[src/rtl/seg7_scan_decoder.sv]
// seg7_scan_decoder: recovers hex nibbles from a multiplexed active-low
// 4-digit 7-segment bus once each {an_in, seg_in} pattern has settled.
//
// Parameters:
//   STABLE_CYCLES  cycles a sampled pattern must hold before capture (2..255)
// Ports:
//   clk         system clock, rising edge
//   rst         asynchronous active-high reset
//   seg_in[6:0] segment lines, active-low, bit0 = a .. bit6 = g
//   an_in[3:0]  anode enables, active-low, an_in[i]=0 selects digit i
//   digits[15:0] recovered nibbles, digits[4i+3:4i] = digit i
//   valid[3:0]  digit i holds a decoded hex value
//   err[3:0]    last capture of digit i was an unrecognised pattern
//   update      one-cycle pulse on every qualified capture
//   upd_idx     digit index of the most recent capture
//   frame_done  one-cycle pulse once all four digits have been captured
// Build option:
//   SEG7_SYNC_EN  defined: two-flop synchronizer on all 11 input bits
//                 undefined: single register stage (inputs synchronous)

module seg7_scan_decoder #(
   parameter int unsigned STABLE_CYCLES = 4
) (
   input  logic        clk,
   input  logic        rst,
   input  logic [6:0]  seg_in,
   input  logic [3:0]  an_in,
   output logic [15:0] digits,
   output logic [3:0]  valid,
   output logic [3:0]  err,
   output logic        update,
   output logic [1:0]  upd_idx,
   output logic        frame_done
);

   typedef enum logic {
      SETTLE = 1'b0,
      HOLD   = 1'b1
   } state_t;

   localparam logic [7:0] CNT_LAST = 8'(STABLE_CYCLES - 1);
   localparam logic [7:0] CNT_MAX  = 8'hFF;
   localparam logic [6:0] SEG_BLANK = 7'b1111111;

   // ------------------------------------------------------------
   // Input stage: S is the registered bus, P is S one cycle later.
   // Idle display (all lines high) is the reset value so that a
   // pattern held through reset is still seen as a fresh change.
   // ------------------------------------------------------------
   logic [10:0] s_q;
   logic [10:0] p_q;

`ifdef SEG7_SYNC_EN
   logic [10:0] meta_q;

   always_ff @(posedge clk or posedge rst) begin
      if (rst) begin
         meta_q <= '1;
         s_q    <= '1;
      end else begin
         meta_q <= {an_in, seg_in};
         s_q    <= meta_q;
      end
   end
`else
   always_ff @(posedge clk or posedge rst) begin
      if (rst) begin
         s_q <= '1;
      end else begin
         s_q <= {an_in, seg_in};
      end
   end
`endif

   always_ff @(posedge clk or posedge rst) begin
      if (rst) begin
         p_q <= '1;
      end else begin
         p_q <= s_q;
      end
   end

   logic       same;
   logic [3:0] s_an;
   logic [6:0] s_seg;

   assign same  = (s_q == p_q);
   assign s_an  = s_q[10:7];
   assign s_seg = s_q[6:0];

   // ------------------------------------------------------------
   // Stability counter: restarts on any change, saturates so a
   // long-held pattern never wraps back into a second capture.
   // ------------------------------------------------------------
   logic [7:0] cnt_q;

   always_ff @(posedge clk or posedge rst) begin
      if (rst) begin
         cnt_q <= '0;
      end else if (!same) begin
         cnt_q <= '0;
      end else if (cnt_q != CNT_MAX) begin
         cnt_q <= cnt_q + 8'd1;
      end
   end

   // ------------------------------------------------------------
   // FSM: state register
   // ------------------------------------------------------------
   state_t state_q;
   state_t state_d;

   always_ff @(posedge clk or posedge rst) begin
      if (rst) begin
         state_q <= SETTLE;
      end else begin
         state_q <= state_d;
      end
   end

   // ------------------------------------------------------------
   // FSM: next state
   // ------------------------------------------------------------
   always_comb begin
      state_d = state_q;
      case (state_q)
         SETTLE: begin
            if (same && (cnt_q == CNT_LAST)) begin
               state_d = HOLD;
            end
         end
         HOLD: begin
            if (!same) begin
               state_d = SETTLE;
            end
         end
         default: state_d = SETTLE;
      endcase
   end

   // ------------------------------------------------------------
   // Anode qualification: exactly one low line selects a digit.
   // ------------------------------------------------------------
   logic       sel_ok;
   logic [1:0] sel;

   always_comb begin
      sel_ok = 1'b1;
      sel    = 2'd0;
      case (s_an)
         4'b1110: sel = 2'd0;
         4'b1101: sel = 2'd1;
         4'b1011: sel = 2'd2;
         4'b0111: sel = 2'd3;
         default: sel_ok = 1'b0;
      endcase
   end

   // ------------------------------------------------------------
   // Segment decode, patterns written g..a.
   // ------------------------------------------------------------
   logic       hit;
   logic [3:0] nib;

   always_comb begin
      hit = 1'b1;
      nib = 4'h0;
      case (s_seg)
         7'b1000000: nib = 4'h0;
         7'b1111001: nib = 4'h1;
         7'b0100100: nib = 4'h2;
         7'b0110000: nib = 4'h3;
         7'b0011001: nib = 4'h4;
         7'b0010010: nib = 4'h5;
         7'b0000010: nib = 4'h6;
         7'b1111000: nib = 4'h7;
         7'b0000000: nib = 4'h8;
         7'b0010000: nib = 4'h9;
         7'b0001000: nib = 4'hA;
         7'b0000011: nib = 4'hB;
         7'b1000110: nib = 4'hC;
         7'b0100001: nib = 4'hD;
         7'b0000110: nib = 4'hE;
         7'b0001110: nib = 4'hF;
         default:    hit = 1'b0;
      endcase
   end

   // ------------------------------------------------------------
   // FSM: outputs. Capture happens only on the SETTLE->HOLD edge,
   // so each stable window yields at most one capture.
   // ------------------------------------------------------------
   logic        capture;
   logic        qcap;
   logic [3:0]  mask_q;
   logic [3:0]  mask_d;
   logic [3:0]  mask_set;
   logic [15:0] digits_d;
   logic [3:0]  valid_d;
   logic [3:0]  err_d;
   logic [1:0]  idx_d;
   logic        upd_d;
   logic        fd_d;

   assign capture = (state_q == SETTLE) && (state_d == HOLD);
   assign qcap    = capture && sel_ok;

   always_comb begin
      digits_d = digits;
      valid_d  = valid;
      err_d    = err;
      idx_d    = upd_idx;
      mask_d   = mask_q;
      mask_set = mask_q | (4'b0001 << sel);
      upd_d    = 1'b0;
      fd_d     = 1'b0;
      if (qcap) begin
         upd_d = 1'b1;
         idx_d = sel;
         if (hit) begin
            digits_d[{sel, 2'b00} +: 4] = nib;
            valid_d[sel] = 1'b1;
            err_d[sel]   = 1'b0;
         end else if (s_seg == SEG_BLANK) begin
            valid_d[sel] = 1'b0;
            err_d[sel]   = 1'b0;
         end else begin
            err_d[sel]   = 1'b1;
         end
         // Frame completes on the capture that fills the mask.
         if (mask_set == 4'hF) begin
            fd_d   = 1'b1;
            mask_d = 4'h0;
         end else begin
            mask_d = mask_set;
         end
      end
   end

   always_ff @(posedge clk or posedge rst) begin
      if (rst) begin
         digits     <= '0;
         valid      <= '0;
         err        <= '0;
         upd_idx    <= '0;
         update     <= 1'b0;
         frame_done <= 1'b0;
         mask_q     <= '0;
      end else begin
         digits     <= digits_d;
         valid      <= valid_d;
         err        <= err_d;
         upd_idx    <= idx_d;
         update     <= upd_d;
         frame_done <= fd_d;
         mask_q     <= mask_d;
      end
   end

endmodule

[config.mk]
export PLATFORM = sky130hd
export DESIGN_NAME = seg7_scan_decoder
export DESIGN_NICKNAME = d
export VERILOG_FILES = /design/src/rtl/seg7_scan_decoder.sv
export SDC_FILE = /design/constraint.sdc
export NUM_CORES = 1
export LEC_CHECK = 0
export ABC_CLOCK_PERIOD_IN_PS = 2900
export BUFFER_PORTS_ARGS = -buffer_cell sky130_fd_sc_hd__buf_4
export CAP_MARGIN = 20
export CORE_UTILIZATION = 40
export DETAILED_ROUTE_END_ITERATION = 16
export SLEW_MARGIN = 20
export SYNTH_ARGS = -nofsm -noshare
export SYNTH_HDL_FRONTEND = slang
export SYNTH_SLANG_ARGS = --single-unit
[constraint.sdc]
create_clock -name clk -period 2.9 [get_ports clk]
set_input_delay 0.145 -clock clk [delete_from_list [all_inputs] [get_ports clk]]
set_output_delay 0.145 -clock clk [all_outputs]
set_load 0.005 [all_outputs]
Word-level counts from Yosys, hierarchy flattened
Cells that the tools add are included.

Equality and inequality tests: 25. Bitwise logic cells: 7. Shift operators: 3. Add/subtract/negate cells: 2. Mux-type cells: 20. Reduce and logical (&&, ||, !) cells: 10. $lt $le $gt $ge: 2.

Operator list (number): 4-bit case mux with 15 select lines (1); 7-bit == test (second input constant) (5); 7-bit by 5-bit == test with 1-bit output (second input constant) (3); 7-bit by 6-bit == test with 1-bit output (second input constant) (3); 4-bit 2-to-1 mux (5); 16-bit bitwise mux (1); 4-bit == test (second input constant) (4); 8-bit 2-to-1 mux (2); 16-bit OR reduction (1); 4-bit by 6-bit variable shift with 16-bit output (first input constant) (1); 4-bit by 6-bit indexed part select with 16-bit output (1); 7-bit by 2-bit == test with 1-bit output (second input constant) (2); 7-bit by 4-bit == test with 1-bit output (second input constant) (2); 4-bit OR (3); 11-bit == test (1); 8-bit by 1-bit adder with 8-bit output (second input constant) (1); 4-bit bitwise AND (2); 8-bit by 2-bit == test with 1-bit output (second input constant) (1); 1-bit 2-to-1 mux (8); 8-bit inequality test (second input constant) (1); 7-bit by 3-bit == test with 1-bit output (second input constant) (1); 7-bit zero test (1); 4-bit negator with 6-bit output (1); 2-bit case mux with 3 select lines (1); 13 further kinds (17).

Input bits: 13. Output and inout bits: 28. Flip-flop bits (word level): 63. Word-level logic and storage cells: 80.

Depth between registers and ports, before layout
Gate-level depths: netlist of the first run.

Depth in word-level cells: 10. Depth in mapped cells: 9. Depth with buffers taken out: 8.

Least setup slack after synthesis of the first run
OpenSTA, ideal clock, no wires.

Kind: register to register. Start point: reg s_q[1]. End point: reg digits[0]. Buffers on the path: 1. Data required time: 2775 ps. Cell stages (with the launch flop): 7. Arrival: 2107 ps. Period minus slack after synthesis: 2232 ps. Setup slack: 668 ps. Cell sequence: dfstp_2 buf_4 and4bb_2 a32o_1 or3_4 o2111a_2 mux2_4.

Cells in the longest elaborated chain, start to end: 7. Elaborated cells on any way between the ends: 29. Classes of those cells: 16 x eq/ne; 1 x shift; 6 x mux; 6 x reduce/logical.

Ends and longest elaborated chain: start, declared (RTL line 50) `logic [10:0] s_q;`; start signal, assigned (RTL line 70) `s_q <= {an_in, seg_in};`; branches (longest 7 deep; another with 4-bit by 6-bit indexed part select with 16-bit output); end signal, assigned (RTL line 250) `digits <= digits_d;`; end, declared (RTL line 28) `output logic [15:0] digits,`.

Several ways; the timed one is not identified. A chain may end at the register's enable or synchronous reset.

Final worst setup path of the first run
Start point: reg s_q[1]. End point: reg digits[8].

The elaborated chain is that of the path after synthesis.

==> results of run 1 <==
per-stage QoR:
stage,worst slack [ns],hold WS (ns),std cells
final,0.4653,0.03725,452
after floorplan,0.6684,0.1495,296
after global routing,0.2734,0.1028,452
after CTS,0.4679,0.05627,452
after global placement,0.4966,0.2537,425
after detailed placement,0.4710,0.2544,425
layout make-up:
cell class | count | area (µm²)
clock inverter | 4 | 68.82
inverter | 19 | 71.32
timing repair buffer | 56 | 447.9
sequential | 63 | 1604
multi-input combinational | 196 | 1478
fill | 715 | 3865
tap | 102 | 127.6
clock buffer | 12 | 145.1
path summary, 6_finish.rpt:
| check | endpoint | slack, ns | cells after the start |
|---|---|---|---|
| max reg2reg | digits[8]$_DFFE_PP0P_ | 0.47 | 5 |
| max | digits[8]$_DFFE_PP0P_ | 0.47 | 5 |
| max in group asynchronous | cnt_q[0]$_DFFE_PP0P_ | 2.33 | 3 |
| min | digits[12]$_DFFE_PP0P_ | 0.04 | 3 |
| min in group clk | p_q[10]$_DFF_PP1_ | 0.41 | 0 |
| min reg2reg | p_q[10]$_DFF_PP1_ | 0.41 | 0 |
synthesized netlist by cell type (all sizes together) (5+ instances only):
cell type | number | share of area, %
xor2 | 16 | 4.3
mux2i | 9 | 2.8
a21oi | 8 | 1.2
nand2 | 11 | 1.3
o21ai | 12 | 1.8
dfrtp | 41 | 31
nor3b | 6 | 1.4
inv | 19 | 2.2
and3 | 5 | 0.96
nand3 | 9 | 1.4
mux2 | 10 | 3.7
buf | 14 | 2.8
nor2 | 23 | 2.7
nand4 | 6 | 1.2
nor3 | 8 | 1.6
ha | 8 | 3.1
dfstp | 22 | 18
cells in the final DEF (no fill, tap or decap), drive strengths merged, types with 9 or more instances in the layout:
cell | netlist | final
clkbuf | 4 | 12
nand3 | 9 | 9
mux2i | 9 | 9
dfrtp | 41 | 41
dlygate4sd3 | 0 | 11
mux2 | 10 | 10
o21ai | 12 | 12
nor2 | 23 | 23
dfstp | 22 | 22
nand2 | 11 | 11
inv | 19 | 19
buf | 14 | 45
xor2 | 16 | 16
cell families (layout without fill, tap and decap cells):
kind of cell | Yosys count | count (layout) | share of synthesized area [%]
AO/OA/AOI/OAI | 50 | 50 | 12.43
XOR/XNOR | 18 | 18 | 4.835
adder cells (fa/ha/maj) | 8 | 8 | 3.070
buffers and inverters | 37 | 91 | 5.487
flip-flops | 63 | 63 | 49.19
multiplexers | 19 | 19 | 6.447
AND/OR/NAND/NOR | 101 | 101 | 18.53
critical path, delay by kind of cell (launching register included):
family	cells	cell delay (ns)
and+or+nand+nor	2	0.70
muxes	1	0.37
AOI/OAI and AO/OA	2	0.52
DFF	1	0.71
where the power goes:
group	switching (W)	leakage [nW]	internal (W)
combinational	0.0000663	0.829	0.0000561
clock	0.000331	0.108	0.000504
sequential	0.0000299	0.804	0.000908
routing by layer:
metal  GRT usage [%]  vias up  wire, µm
li1                -     1156         -
met5               0        -         0
met1           21.00     1145      3080
met3           5.058       10       278
met2           25.81       52      3020
met4           7.031        0       121
what timing repair did:
action | CTS | global route
setup endpoints to repair | 0 | 0
hold buffers | 11 | 0
hold endpoints to repair | 11 | 0
gates resized for setup | 0 | 0
==> metrics.log, run 1 <==
INFO  metric outcome = finished clean
INFO  metric yosysUniqueCellTypes = 62
INFO  metric clock_skew = 0.009403 ns
INFO  metric static-leakage-power = 1.742 nW
INFO  metric chipHeight = 92.29 µm
INFO  metric finalWeightedCongestion = 0.8082
INFO  metric criticalPathCategory = flop to flop
INFO  metric site_rows = 32
INFO  metric synthToLayoutAreaGrowth = 20.91%
INFO  metric h-tree-depth = 3
INFO  metric cap_violations = 0
INFO  metric setup.worst_path.start = s_q[1]$_DFF_PP1_
INFO  metric clock-root-buffer = sky130_fd_sc_hd__clkbuf_8
INFO  metric total_non_filler_cell_area_in_the_finished_layout = 3943 µm²
INFO  metric routed_wire_length_per_instance = 14.38 µm
INFO  metric largest_net_degree_at_the_start_of_global_routing = 64
INFO  metric count_of_buffers_inserted_at_the_top_level_ports = 40
INFO  metric maximum_clock_frequency = 410.7 MHz
INFO  metric wire_length_of_the_first_global_routing_pass = 10710 µm
INFO  metric crit-reg2reg-launch = s_q[1]$_DFF_PP1_
INFO  metric power_density = 480.7 nW/µm²
INFO  metric hpwlAfterDp = 4414 µm
INFO  metric cts.reportedPaths.clkPinSlew = 0.07 ns
INFO  metric tritoncts = built
INFO  metric initial_antenna_violation_count = 0
INFO  metric num_cts_buffers = 9
INFO  metric ys.flop_type = sky130_fd_sc_hd__dfrtp_1
INFO  metric start_util = 41.76%
INFO  metric nets = 366
INFO  metric slew_viols_final = 0
INFO  metric period_minus_slack = 2.435 ns
INFO  metric track_usage = 16.47%
INFO  metric timing.critical_path.slowest_stage_cell = sky130_fd_sc_hd__dfstp_2
INFO  metric core-area = 7807 µm²
INFO  metric post-route-util = 50.50%
INFO  metric rsz0062_at_grt = false
INFO  metric synth-seq-cells = 63
INFO  metric critPathArrivalTime = 2.67 ns
INFO  metric placed_inst_area = 3618 µm²
INFO  metric critical_path.endpoint_type = flop
INFO  metric p_total = 0.001895 W
INFO  metric drt.antenna.violating_nets = 0
INFO  metric power.ir.vdd_worst = 0.4094 mV
INFO  metric timing.setup.tns = 0 ns
INFO  metric io-pin-count = 41
INFO  metric via_count = 2363
INFO  metric antenna-diode-count = 0
INFO  metric drc_errors = 0
INFO  metric globalRoute.totalOverflow = 0
INFO  metric total_iterations_of_the_first_detailed_routing_run = 4
INFO  metric worstHoldPathType = input port to asynchronous set/reset pin
INFO  metric netlist_instances = 296
INFO  metric async_reset_ff_share = 100.0%
INFO  metric number_of_global_route_vias_before_repair = 2226
INFO  metric final_number_of_setup_violating_endpoints = 0
INFO  metric ys_seq_area_share = 49.19%
INFO  metric layout_worst_path_cycle_share = 83.95%
INFO  metric first_iter_violations = 89
INFO  metric final_hold_viol_count = 0
INFO  metric setup.worst_path.start_class = flop
INFO  metric post_synth_instance_area = 3261 µm²
INFO  metric slew-limit-headroom = 46.16%
INFO  metric post_cts_buffers = 0
INFO  metric critPathMaxFanout = 19
INFO  metric insertion_delay = 0.35 ns
INFO  metric yosysWarnings = 0
INFO  metric cp_cell_sequence = and4bb_2 > a32o_1 > or3_4 > o2111ai_4 > mux2_2
INFO  metric die-area = 8517 µm²
INFO  metric die_w = 92.29 µm
INFO  metric synth.net_count = 317
INFO  metric clock_path_buffers = 2
INFO  metric synth_enable_flop_cells = 0
INFO  metric wl = 6501 µm
INFO  metric via_per_inst = 5.228
INFO  metric worst_ep_required_time = 3.13 ns
INFO  metric synth_area_per_cell = 11.02 µm²
INFO  metric timing_worst_slew_pin_value = 0.8076 ns
INFO  metric drive_gt1_share = 31.14%
INFO  metric critical_path.max_stage_delay = 0.71 ns
INFO  metric clock_sinks = 63
Power figures use the tool's default switching activity.
==> run 2, diff against run 1 <==
ABC_CLOCK_PERIOD_IN_PS = 2000   (was 2900)
clock period = 2 ns   (was 2.9 ns; I/O delays follow)
==> metrics.log, run 2 (synthesized netlist as in run 1, its figures left out) <==
INFO  metric routed_wire_length_per_instance = 14.56 µm
INFO  metric slew-limit-headroom = 70.05%
INFO  metric cp_num_buf_inv = 0
INFO  metric total_non_filler_cell_area_in_the_finished_layout = 4603 µm²
INFO  metric cp.depth = 5
INFO  metric via_count = 2605
INFO  metric clock_skew = 0.008808 ns
INFO  metric cap_violations = 0
INFO  metric power_switching_share = 24.51%
INFO  metric critPathMaxFanout = 8
INFO  metric num_cts_buffers = 9
INFO  metric io-pin-count = 41
INFO  metric postLayoutSetupSlackWorst = -0.2627 ns
INFO  metric cts.reportedPaths.clkPinSlew = 0.07 ns
INFO  metric drc_errors = 0
INFO  metric layout_worst_path_cycle_share = 113.1%
INFO  metric drt.antenna.violating_nets = 0
INFO  metric globalRoute.totalOverflow = 0
INFO  metric timing_worst_slew_pin_value = 0.4486 ns
INFO  metric number_of_global_route_vias_before_repair = 2632
INFO  metric maximum_clock_frequency = 442.0 MHz
INFO  metric cp_top_family = simple AND/OR/NAND/NOR gates
INFO  metric timing.setup.tns = -4.830 ns
INFO  metric wl = 7368 µm
INFO  metric finalWeightedCongestion = 0.8588
INFO  metric h-tree-depth = 3
INFO  metric start_util = 41.76%
INFO  metric layout.cells.most_common_list = sky130_fd_sc_hd__buf_4, sky130_fd_sc_hd__dfrtp_1, sky130_fd_sc_hd__nor2_1, sky130_fd_sc_hd__dfstp_2, sky130_fd_sc_hd__inv_1
INFO  metric regToRegEndpoint = digits[0]$_DFFE_PP0P_
INFO  metric worst_ep_required_time = 2.24 ns
INFO  metric register_share_of_total_power = 48.5%
INFO  metric via_per_inst = 5.148
INFO  metric total_iterations_of_the_first_detailed_routing_run = 4
INFO  metric final_hold_viol_count = 0
INFO  metric post-place-ws = -0.2547 ns
INFO  metric worstHoldPathType = input port to asynchronous set/reset pin
INFO  metric criticalPathCategory = flop to flop
INFO  metric comb_power_share = 10.7%
INFO  metric critical_path.endpoint_type = flop
INFO  metric critPathArrivalTime = 2.50 ns
INFO  metric period_minus_slack = 2.263 ns
INFO  metric chipHeight = 92.29 µm
INFO  metric hpwlAfterDp = 5144 µm
INFO  metric insertion_delay = 0.35 ns
INFO  metric initial_antenna_violation_count = 0
INFO  metric timing.critical_path.slowest_stage_cell = sky130_fd_sc_hd__dfstp_2
INFO  metric wire_length_of_the_first_global_routing_pass = 12520 µm
INFO  metric synthToLayoutAreaGrowth = 41.17%
INFO  metric track_usage = 19.38%
INFO  metric rrSetupSlack = -0.26 ns
INFO  metric crit-reg2reg-launch = s_q[1]$_DFF_PP1_
INFO  metric cp_cell_sequence = and4bb_2 > a32o_2 > or3_4 > o2111a_2 > mux2_4
INFO  metric rsz0062_at_grt = true
INFO  metric antenna-diode-count = 0
INFO  metric dp_cells = 472
INFO  metric setup.worst_path.start_class = flop
INFO  metric die_w = 92.29 µm
INFO  metric final_number_of_setup_violating_endpoints = 26
INFO  metric power_density = 603.0 nW/µm²
INFO  metric core-area = 7807 µm²
INFO  metric nets = 420
INFO  metric placed_inst_area = 4004 µm²
INFO  metric static-leakage-power = 2.068 nW
INFO  metric tritoncts = built
INFO  metric largest_net_degree_at_the_start_of_global_routing = 44
INFO  metric clock_sinks = 63
INFO  metric slew_viols_final = 0
INFO  metric drive_gt1_share = 47.77%
INFO  metric most_common_cell_after_layout_fill_and_taps_aside = sky130_fd_sc_hd__buf_4
INFO  metric first_iter_violations = 55
INFO  metric cell_internal_pwr = 0.002095 W
INFO  metric r2r.worst_path.cells = 5
INFO  metric post-route-util = 58.96%
INFO  metric site_rows = 32
INFO  metric fill_cells = 664
INFO  metric clock_path_buffers = 2
INFO  metric die-area = 8517 µm²
INFO  metric critical_path.max_stage_delay = 0.61 ns
INFO  metric p_sw = 0.0006801 W
INFO  metric violations = setup timing
INFO  metric power.ir.vdd_worst = 0.3892 mV
INFO  metric outcome = finished with violations
INFO  metric pwr-share-clk = 40.8%
INFO  metric clock-root-buffer = sky130_fd_sc_hd__clkbuf_8
INFO  metric number_of_cells_in_the_finished_layout_apart_from_fillers = 506
INFO  metric count_of_buffers_inserted_at_the_top_level_ports = 40
-- run 2: cell count changes in the layout (fill, tap and decap cells not counted), sizes merged --
| cell | delta |
|---|---|
| dlygate4sd3 | +1 |
| clkinvlp | +1 |
| clkbuf | +4 |
| bufinv | -2 |
| clkinv | -2 |
| buf | +52 |
-- run 2: layer usage --
metal  vias to the layer above  share of wire [%]  global-route usage (%)
li1                       1271                  -                       -
met1                      1263                 46                   24.76
met2                        53                 48                   30.66
met3                        18                3.4                   3.234
met4                         0                2.8                   11.85
met5                         -                  0                       0
-- run 2: worst max path at each step --
stage	slack (ns)	to	startpoint
after floorplan	-0.22	digits[0]$_DFFE_PP0P_	s_q[1]$_DFF_PP1_
after global placement	-0.24	upd_idx[1]$_DFFE_PP0P_	s_q[0]$_DFF_PP1_
after detailed placement	-0.25	digits[0]$_DFFE_PP0P_	s_q[1]$_DFF_PP1_
after CTS	-0.25	digits[0]$_DFFE_PP0P_	s_q[1]$_DFF_PP1_
after global routing	-0.31	digits[0]$_DFFE_PP0P_	s_q[1]$_DFF_PP1_
final	-0.26	digits[0]$_DFFE_PP0P_	s_q[1]$_DFF_PP1_
-- run 2: area by class of cell --
class	instances	area (µm²)	area share, %
clock buffer	15	197.7	4.295
clock inverter	1	7.507	0.1631
inverter	19	73.82	1.604
multi-input combinational	196	1684	36.59
sequential	63	1604	34.85
tap	102	127.6	2.772
timing repair buffer	110	908.4	19.73
-- run 2: through the flow --
step                      hold slack, ns  total power [W]
after global routing              0.3632         0.002892
after detailed placement          0.1443         0.001605
final                             0.3199         0.002776
after global placement            0.1452         0.001603
after CTS                         0.3148         0.002781
after floorplan                   0.1045         0.001502
-- run 2: repair_timing --
action                                  CTS  global route
gates cloned                              0             0
endpoints found under the hold margin    14             0
pin swaps                                 4             9
buffers inserted                          1             5
hold buffers                             12             0
endpoints found under the setup margin   30            31
gates resized for setup                  25            22
-- run 2: power by group through the flow --
stage | Combinational (W) | Sequential, W | Clock (W)
global route | 0.000325 | 0.00135 | 0.00122
floorplan | 0.000148 | 0.00135 | 0
finish | 0.000296 | 0.00135 | 0.00113
CTS | 0.000272 | 0.00135 | 0.00116
global placement | 0.000236 | 0.00137 | 0
detailed placement | 0.000237 | 0.00137 | 0
-- run 2: worst min-delay path, stage by stage --
cell and delay, ns:
sky130_fd_sc_hd__dlygate4sd3_1 0.53, sky130_fd_sc_hd__buf_4 0.13, sky130_fd_sc_hd__inv_2 0.33
